$ cat config.mk
export PLATFORM = sky130hd
export DESIGN_NAME = glitch_sequencer
export DESIGN_NICKNAME = d
export VERILOG_FILES = /design/src/rtl/glitch_sequencer.sv
export SDC_FILE = /design/constraint.sdc
export NUM_CORES = 1
export LEC_CHECK = 0
export BUFFER_PORTS_ARGS = -buffer_cell sky130_fd_sc_hd__buf_2
export CORE_MARGIN = 10
export CORE_UTILIZATION = 63
export DETAILED_ROUTE_END_ITERATION = 8
export HOLD_SLACK_MARGIN = 0.05
export PLACE_DENSITY = 0.95
export REMOVE_ABC_BUFFERS = 1
export SLEW_MARGIN = 20
export SYNTH_ARGS = -nofsm -noshare
export SYNTH_HDL_FRONTEND = slang
export SYNTH_SLANG_ARGS = --single-unit
$ cat constraint.sdc
create_clock -name clk_in1 -period 7.5 [get_ports clk_in1]
set_input_delay 0.75 -clock clk_in1 [delete_from_list [all_inputs] [get_ports clk_in1]]
set_output_delay 0.75 -clock clk_in1 [all_outputs]
set_load 0.01 [all_outputs]
$ cat src/rtl/glitch_sequencer.sv
// glitch_sequencer
//   Trigger-driven scheduler for the clock-glitch mux select. After an arm
//   request in IDLE the block latches its configuration, waits for a rising
//   edge on the (asynchronous) trigger, counts a programmable delay, and then
//   emits count_cfg pulses of width_cfg cycles separated by gap_cfg cycles.
//   Every output is a flop so the mux select is hazard-free.
//
// Ports
//   clk_in1    : system clock, rising edge
//   reset      : asynchronous, active-high reset
//   arm        : level; in IDLE latches configs and moves to ARMED
//   abort      : synchronous cancel from ARMED/DELAY/GLITCH/GAP
//   trigger    : asynchronous trigger, synchronised internally
//   delay_cfg  : cycles from detected trigger edge to first pulse (0 = none)
//   width_cfg  : glitch_en high time per pulse (0 treated as 1)
//   gap_cfg    : glitch_en low time between pulses (0 treated as 1)
//   count_cfg  : pulses per trigger (0 treated as 1)
//   glitch_en  : registered glitch enable to the mux
//   armed      : high while waiting for the trigger
//   busy       : high from leaving ARMED until return to IDLE
//   done       : one-cycle pulse after the last pulse completes
//   pulse_cnt  : pulses issued since the last arm
module glitch_sequencer #(
    parameter int DELAY_W = 16,
    parameter int WIDTH_W = 8,
    parameter int COUNT_W = 8
) (
    input  logic               clk_in1,
    input  logic               reset,
    input  logic               arm,
    input  logic               abort,
    input  logic               trigger,
    input  logic [DELAY_W-1:0] delay_cfg,
    input  logic [WIDTH_W-1:0] width_cfg,
    input  logic [WIDTH_W-1:0] gap_cfg,
    input  logic [COUNT_W-1:0] count_cfg,
    output logic               glitch_en,
    output logic               armed,
    output logic               busy,
    output logic               done,
    output logic [COUNT_W-1:0] pulse_cnt
);

    typedef enum logic [2:0] {
        S_IDLE,
        S_ARMED,
        S_DELAY,
        S_GLITCH,
        S_GAP,
        S_DONE
    } state_t;

    typedef struct packed {
        logic [DELAY_W-1:0] delay;
        logic [WIDTH_W-1:0] width;
        logic [WIDTH_W-1:0] gap;
        logic [COUNT_W-1:0] count;
    } cfg_t;

    localparam logic [DELAY_W-1:0] DLY_ONE = 1;
    localparam logic [WIDTH_W-1:0] WID_ONE = 1;
    localparam logic [COUNT_W-1:0] CNT_ONE = 1;

    state_t             state, state_nx;
    cfg_t               cfg_q, cfg_nx;
    logic [DELAY_W-1:0] dly_cnt, dly_nx;
    // One down-counter serves both the high (width) and low (gap) phases,
    // since only one of them is ever active.
    logic [WIDTH_W-1:0] ph_cnt, ph_nx;
    logic [COUNT_W-1:0] pulse_nx;
    logic               enter_glitch;

    // trig_sync[0..2] = s1, s2, s3. s1/s2 resolve metastability, s3 is the
    // previous s2 value for edge detection.
    logic [2:0]         trig_sync;
    logic               rise;

    assign rise = trig_sync[1] & ~trig_sync[2];

    always_ff @(posedge clk_in1 or posedge reset) begin
        if (reset) begin
            trig_sync <= '0;
        end else begin
            trig_sync <= {trig_sync[1:0], trigger};
        end
    end

    // ------------------------------------------------------------------
    // Next-state / next-counter logic
    // ------------------------------------------------------------------
    always_comb begin
        state_nx     = state;
        cfg_nx       = cfg_q;
        dly_nx       = dly_cnt;
        ph_nx        = ph_cnt;
        pulse_nx     = pulse_cnt;
        enter_glitch = 1'b0;

        case (state)
            S_IDLE: begin
                if (arm) begin
                    cfg_nx.delay = delay_cfg;
                    cfg_nx.width = (width_cfg == '0) ? WID_ONE : width_cfg;
                    cfg_nx.gap   = (gap_cfg   == '0) ? WID_ONE : gap_cfg;
                    cfg_nx.count = (count_cfg == '0) ? CNT_ONE : count_cfg;
                    pulse_nx     = '0;
                    state_nx     = S_ARMED;
                end
            end
            S_ARMED: begin
                // abort has priority over a coincident trigger edge
                if (abort) begin
                    state_nx = S_IDLE;
                end else if (rise) begin
                    if (cfg_q.delay != '0) begin
                        state_nx = S_DELAY;
                        dly_nx   = cfg_q.delay - DLY_ONE;
                    end else begin
                        enter_glitch = 1'b1;
                    end
                end
            end
            S_DELAY: begin
                if (abort) begin
                    state_nx = S_IDLE;
                end else if (dly_cnt == '0) begin
                    enter_glitch = 1'b1;
                end else begin
                    dly_nx = dly_cnt - DLY_ONE;
                end
            end
            S_GLITCH: begin
                if (abort) begin
                    state_nx = S_IDLE;
                end else if (ph_cnt == '0) begin
                    // pulse_cnt was already bumped on entry to this pulse
                    if (pulse_cnt == cfg_q.count) begin
                        state_nx = S_DONE;
                    end else begin
                        state_nx = S_GAP;
                        ph_nx    = cfg_q.gap - WID_ONE;
                    end
                end else begin
                    ph_nx = ph_cnt - WID_ONE;
                end
            end
            S_GAP: begin
                if (abort) begin
                    state_nx = S_IDLE;
                end else if (ph_cnt == '0) begin
                    enter_glitch = 1'b1;
                end else begin
                    ph_nx = ph_cnt - WID_ONE;
                end
            end
            S_DONE: begin
                state_nx = S_IDLE;
            end
            default: begin
                state_nx = S_IDLE;
            end
        endcase

        if (enter_glitch) begin
            state_nx = S_GLITCH;
            ph_nx    = cfg_q.width - WID_ONE;
            pulse_nx = pulse_cnt + CNT_ONE;
        end
    end

    // ------------------------------------------------------------------
    // State, counters and registered outputs. Outputs are decoded from the
    // next state so they change on the same edge as the state itself.
    // ------------------------------------------------------------------
    always_ff @(posedge clk_in1 or posedge reset) begin
        if (reset) begin
            state     <= S_IDLE;
            cfg_q     <= '0;
            dly_cnt   <= '0;
            ph_cnt    <= '0;
            pulse_cnt <= '0;
            glitch_en <= 1'b0;
            armed     <= 1'b0;
            busy      <= 1'b0;
            done      <= 1'b0;
        end else begin
            state     <= state_nx;
            cfg_q     <= cfg_nx;
            dly_cnt   <= dly_nx;
            ph_cnt    <= ph_nx;
            pulse_cnt <= pulse_nx;
            glitch_en <= (state_nx == S_GLITCH);
            armed     <= (state_nx == S_ARMED);
            busy      <= (state_nx == S_DELAY) || (state_nx == S_GLITCH) ||
                         (state_nx == S_GAP)   || (state_nx == S_DONE);
            done      <= (state_nx == S_DONE);
        end
    end

endmodule
==> results of run 1 <==
[state kept, by name (all words and copies together) (netlist names)]
register   flops
state          3
armed          1
cfg_q         40
pulse_cnt      8
trig_sync      3
done           1
dly_cnt       16
ph_cnt         8
glitch_en      1
busy           1
[final timing paths]
path	start	end	slack, ns	depth (start not counted)
setup / recovery	state[1]	dly_cnt[12]	4.30	8
hold / removal	trig_sync[0]	trig_sync[1]	0.35	0
setup reg to reg	state[1]	dly_cnt[12]	4.30	8
hold reg to reg	trig_sync[0]	trig_sync[1]	0.35	0
max in group asynchronous	reset	cfg_q[37]	6.50	4
min in group asynchronous	reset	cfg_q[28]	0.42	3
[power groups by stage]
stage                     Clock (W)  Combinational (W)  Sequential (W)
after floorplan                   0           0.000359        0.000680
after global placement            0           0.000431        0.000707
after detailed placement          0           0.000458        0.000721
after CTS                  0.000352           0.000467        0.000714
after global routing       0.000369           0.000530        0.000738
final                      0.000353           0.000475        0.000720
[cell usage in the layout (no fill, tap or decap), drive strengths merged, types with 3 or more instances in the layout]
master / instances
nor4: 11
dfrtp: 82
inv: 14
o211ai: 3
mux2i: 12
a31oi: 9
nor3: 29
nor3b: 8
o22ai: 4
a21oi: 22
a2111oi: 5
ha: 5
buf: 63
o21bai: 3
a21o: 4
and2: 4
xor2: 16
nand4: 4
nand3: 12
xnor2: 10
nor2: 45
nand2: 135
nor2b: 3
o21ai: 29
mux2: 5
nand3b: 4
o21a: 3
a211oi: 6
clkbuf: 14
or3: 6
or4: 4
[stage by stage]
| step | hold WS [ns] | instance area (um^2) | std cells | worst slack, ns | utilization |
|---|---|---|---|---|---|
| floorplan | 0.3312 | 4544 | 524 | 2.540 | - |
| CTS | 0.3548 | 5228 | 701 | 4.364 | 0.7246 |
| global route | 0.3693 | 5255 | 702 | 4.036 | 0.7284 |
| detailed placement | 0.3419 | 5015 | 685 | 4.413 | 0.6951 |
| finish | 0.3536 | 5255 | 702 | 4.303 | 0.7284 |
| global placement | 0.3332 | 5015 | 685 | 4.597 | 0.6951 |
[area by class of cell]
type / instances / area share
Clock buffer: 14 / 0.02905
Clock inverter: 2 / 0.01143
Inverter: 15 / 0.01095
Multi-Input combinational cell: 427 / 0.4674
Sequential cell: 82 / 0.3905
Tap cell: 99 / 0.02357
Timing Repair Buffer: 63 / 0.06714
[metal layers]
layer	routed length, um	GRT usage	share of wire
met5	0	0	0
met4	257	0.06963	0.022
met3	1119	0.07246	0.095
met2	5609	0.3291	0.47
met1	4851	0.2487	0.41
[critical path, stage by stage, from the launching register on]
cell and delay, ns:
dfrtp_1 0.56, nor3b_4 0.24, buf_4 0.37, mux2i_1 0.34, ha_1 0.41, a21boi_0 0.42, nand3_1 0.20, a2111oi_0 0.43
nor3_1 0.09
[cells by family (layout without fill, tap and decap cells)]
logic type | count (synthesis) | in the layout | share of synthesized area
buf+inv | 42 | 94 | 0.03705
flops | 82 | 82 | 0.4403
fa+ha+maj | 5 | 5 | 0.01342
compound gates | 104 | 104 | 0.1479
simple gates | 275 | 275 | 0.2746
mux | 17 | 17 | 0.03785
xor+xnor | 26 | 26 | 0.04886
==> run metrics, run 1 <==
Clock transition at path regs 0.08 ns; GP Congestion about 0.9; Placement Rows 31; Critical Path Source Type flip-flop; pwr dens 294.7 nW/um^2; switch share 0.3734; Crit Path Max Fanout 35; I/O Buffers 56; setup tns final 0 ns; gr ovfl total 0; hold_buf cts 0; total power 0.001549 W; post-synthesis cell area 4661 um^2; Max VDD drop 0.2029 mV; clk_lat worst skew approximately 0.36 ns; Residual DRC 0; Relative slew margins 0.4682; min Tclk post-route around 3.2 ns; type of the worst setup path reg -> reg; n_diodes 0; CP Data Required Time around 7.7 ns; vias in the first global route ~4200; Clock Path Buffers 2; CORE AREA slightly above 7000 um^2; # setup viols final 0; sequential-to-total area share from yosys stat 0.4403; postcts setup bufs 0; Gate power share 0.307; count of final hold-check violations 0; first-pass GRT wire length ~19 mm; filler cell count ~520; top-count cell post-synth nand2_1; drt pass-1 iters 5; CTS Buf Count 9; Die X 106.0 um; nature of the critical path endpoint flip-flop; FF+latch count, synth 82; min-delay worst type reg -> reg; actual slew at the worst max-slew pin 0.7978 ns; routed wire length 11.84 mm; Detail Route Antenna Nets 0; share of cells above drive strength 1 0.1526; Total Routing Usage GR 0.2040; Sinks on Clock Net between 80 and 90; RSZ-0062 raised after global routing no; post-CTS sizing 0; Boundary Pins 57; CTS tree done; area occupied by multi-input gates between 2000 and 2500 um^2; Fmax 0.3128 GHz; Post-synth EDFFs 0; root buf cell clkbuf_8; DR WL/cell around 17 um; max_cap viols 0; status finished, final reports clean; Clk network pwr share 0.228; HPWL after DPL roughly 8.0 mm; largest net degree at the start of global routing 83; share of the synthesized area in the top cell type 0.4403; H-tree Lvls 3; via count ~4300; Unique masters post-synth 58; clock skew just under 0.009 ns; cells after synthesis 551; antenna violations before repair 0; Area Overhead vs Synth 12.75%; Post-synth top cells 135 x nand2_1, 82 x dfrtp_1, 45 x nor2_1; initial core utilization 0.6460; part of the power in registers 0.465; Die ar. 11240 um^2; vias per cell between 6 and 7; crit path DAT between 3 and 4 ns; switching power roughly 0.00058 W; total leakage power roughly 2.5 nW; die height about 110 um; Int Power between 0.0009 and 0.001 W; cell taking the most area after synthesis dfrtp_1; Synth area leaders dfrtp_1 44%, nand2_1 11%, nor2_1 3.6%; yosys warns 0; crit share post-route 0.4263; syn avg cell area 8.459 um^2; Final Max Tran Viols 0; top_reg_cell synth dfrtp_1; FFs w/ async S/R, synth 1.000; initial drt markers between 400 and 500; FF+latch area 2052 um^2; Total Nets Final ~650
Power figures use the tool's default switching activity.
==> run 2, diff against run 1 <==
- CORE_UTILIZATION: 63 -> 53
- PLACE_DENSITY: 0.95 -> 0.88
- clock period: 7.5 -> 2.9 ns (I/O delays scaled with it)
==> run metrics, run 2 (synthesis results as in run 1) <==
antenna violations before repair 0 (unchanged); RSZ-0062 raised after global routing no (unchanged); initial drt markers 432 (was 414); cells along the critical path nor4_1 -> nand4_1 -> o21ai_1 -> and2_1 -> a21oi_1 -> a211oi_1 (was nor3b_4 -> buf_4 -> mux2i_1 -> ha_1 -> a21boi_0 -> nand3_1 -> a2111oi_0 -> nor3_1); Max VDD drop 0.3037 mV (was 0.2029 mV); # setup viols final 0 (unchanged); Clk network pwr share 0.230 (was 0.228); largest register by flop count cfg_q (unchanged); HPWL after DPL 8.548 mm (was 8.025 mm); CTS tree done (unchanged); actual slew at the worst max-slew pin 0.7149 ns (was 0.7978 ns); gr ovfl total 0 (unchanged); switch share 0.3764 (was 0.3734); DR WL/cell 16.56 um (was 16.86 um); crit path DAT 3.01 ns (was 3.43 ns); min Tclk post-route 2.733 ns (was 3.197 ns); Worst Hold Endpoint cfg_q[32] (was trig_sync[1]); H-tree Lvls 3 (unchanged); r2r worst-path depth 6 (was 8); Area Overhead vs Synth 14.39% (was 12.75%); Residual DRC 0 (unchanged); status finished, final reports clean (unchanged); min-delay src delay_cfg[8] (was trig_sync[0]); crit share post-route 0.9423 (was 0.4263); R2R setup slack 0.17 ns (was 4.30 ns); via count 4214 (was 4342); routed wire length 11.92 mm (was 11.84 mm); Clock transition at path regs 0.09 ns (was 0.08 ns); Crit Path Max Fanout 9 (was 35); min-delay worst type in -> reg (was reg -> reg); die height 113.8 um (was 106.0 um); Sinks on Clock Net 82 (unchanged); RR Endpoint dly_cnt[7] (was dly_cnt[12]); reg-to-reg startpoint dly_cnt[7] (was state[1]); first-pass GRT wire length 20.34 mm (was 19.23 mm); Crit path buffers/inverters 0 (was 1); commonest non-fill, non-tap cell in the layout nand2_1 (unchanged); share of cells above drive strength 1 0.1683 (was 0.1526); Boundary Pins 57 (unchanged); Worst path top cell family by delay simple AND/OR/NAND/NOR gates (was compound AO/OA/AOI/OAI gates); clock skew 0.009585 ns (was 0.008937 ns); root buf cell clkbuf_8 (unchanged); initial core utilization 0.5397 (was 0.6460); Inst Count DP 702 (was 685); filler cell count 696 (was 516); Critical Path Source Type flip-flop (unchanged); vias per cell 5.853 (was 6.185); setup tns final 0 ns (unchanged); GP Congestion 0.9530 (was 0.8979); top flop regs cfg_q (40), dly_cnt (16) (unchanged); Clock Path Buffers 2 (unchanged); slowest stage delay, CP 0.54 ns (was 0.56 ns); type of the worst setup path reg -> reg (unchanged); nature of the critical path endpoint flip-flop (unchanged); worst hold stages 3 (was 0); switching power 0.001508 W (was 0.0005783 W); vias in the first global route 4154 (was 4160); count of final hold-check violations 0 (unchanged); I/O Buffers 56 (unchanged); n_diodes 0 (unchanged); CTS Buf Count 9 (unchanged); total leakage power 2.499 nW (was 2.461 nW); drt pass-1 iters 5 (unchanged); CORE AREA 8636 um^2 (was 7214 um^2); pwr dens 751.5 nW/um^2 (was 294.7 nW/um^2); Final Max Tran Viols 0 (unchanged); max_cap viols 0 (unchanged); Fmax 0.3659 GHz (was 0.3128 GHz); Layout Cells excl Fill 720 (was 702); Die X 113.8 um (was 106.0 um); Gate power share 0.310 (was 0.307); max reg flops 40 (unchanged); largest net degree at the start of global routing 38 (was 83); Detail Route Antenna Nets 0 (unchanged); part of the power in registers 0.460 (was 0.465); Total Nets Final 657 (was 648); clk_lat worst skew 0.37 ns (was 0.36 ns); total power 0.004007 W (was 0.001549 W); Die ar. 12940 um^2 (was 11240 um^2); Placement Rows 34 (was 31); slowest CP cell o21ai_1 (was dfrtp_1); Relative slew margins 0.5219 (was 0.4682); Int Power 0.002498 W (was 0.0009704 W); CP Data Required Time 3.18 ns (was 7.73 ns); Total Routing Usage GR 0.1900 (was 0.2040); commonest non-fill, non-tap cells in the layout 135 x nand2_1, 82 x dfrtp_1, 56 x buf_2 (unchanged)
-- run 2: worst min-delay path, cell delays in order --
cell and delay, ns:
buf_2 0.07, nand2_1 0.04, nand2_1 0.05
-- run 2: timing repair --
action,in CTS,in global routing
gates resized for setup,0,0
buffers inserted,0,0
hold buffers,2,0
endpoints found under the hold margin,31,0
-- run 2: worst max-delay path by stage --
| stage | startpoint | end | slack [ns] | cells past startpoint |
|---|---|---|---|---|
| after global routing | dly_cnt[2] | dly_cnt[7] | 0.02 | 6 |
| after global placement | cfg_q[30] | pulse_cnt[7] | 0.26 | 7 |
| after floorplan | state[2] | glitch_en | -1.89 | 3 |
| after detailed placement | dly_cnt[4] | dly_cnt[7] | 0.26 | 6 |
| final | dly_cnt[7] | dly_cnt[7] | 0.17 | 6 |
| after CTS | dly_cnt[4] | dly_cnt[7] | 0.19 | 6 |
-- run 2: stage by stage --
| stage | util | instance area, um^2 | setup WS, ns | hold WS (ns) |
|---|---|---|---|---|
| 6_report | 0.6174 | 5331 | 0.1674 | 0.1001 |
| 5_1_grt | 0.6174 | 5331 | 0.01546 | 0.1190 |
| 4_1_cts | 0.6174 | 5331 | 0.1909 | 0.1046 |
| 3_5_place_dp | 0.5898 | 5094 | 0.2587 | 0.3556 |
| 3_3_place_gp | 0.5881 | 5079 | 0.2645 | 0.3438 |
| 2_1_floorplan | - | 4544 | -1.886 | 0.3214 |
-- run 2: cell type report --
class                           instances  area (um^2)  share of cell area
Clock buffer                            9        123.9             0.02323
Timing Repair Buffer                   72        412.9             0.07745
Clock inverter                          7        93.84             0.01760
Sequential cell                        82         2052              0.3849
Tap cell                              108        135.1             0.02535
Multi-Input combinational cell        427         2456              0.4607
Inverter                               15        57.56             0.01080
-- run 2: power by group through the flow --
stage	registers (W)	clock network [W]	logic, W
2_1_floorplan	0.00176	0	0.000928
3_5_place_dp	0.00186	0	0.00121
5_1_grt	0.00190	0.000981	0.00140
4_1_cts	0.00183	0.000920	0.00124
6_report	0.00184	0.000922	0.00124
3_3_place_gp	0.00182	0	0.00116
-- run 2: metal layers --
layer | global-route usage | vias up | routed length, um
li1 | - | 2032 | -
met1 | 0.2506 | 1973 | 5140
met2 | 0.2978 | 189 | 5607
met3 | 0.03675 | 20 | 940
met4 | 0.08271 | 0 | 231
met5 | 0 | - | 0
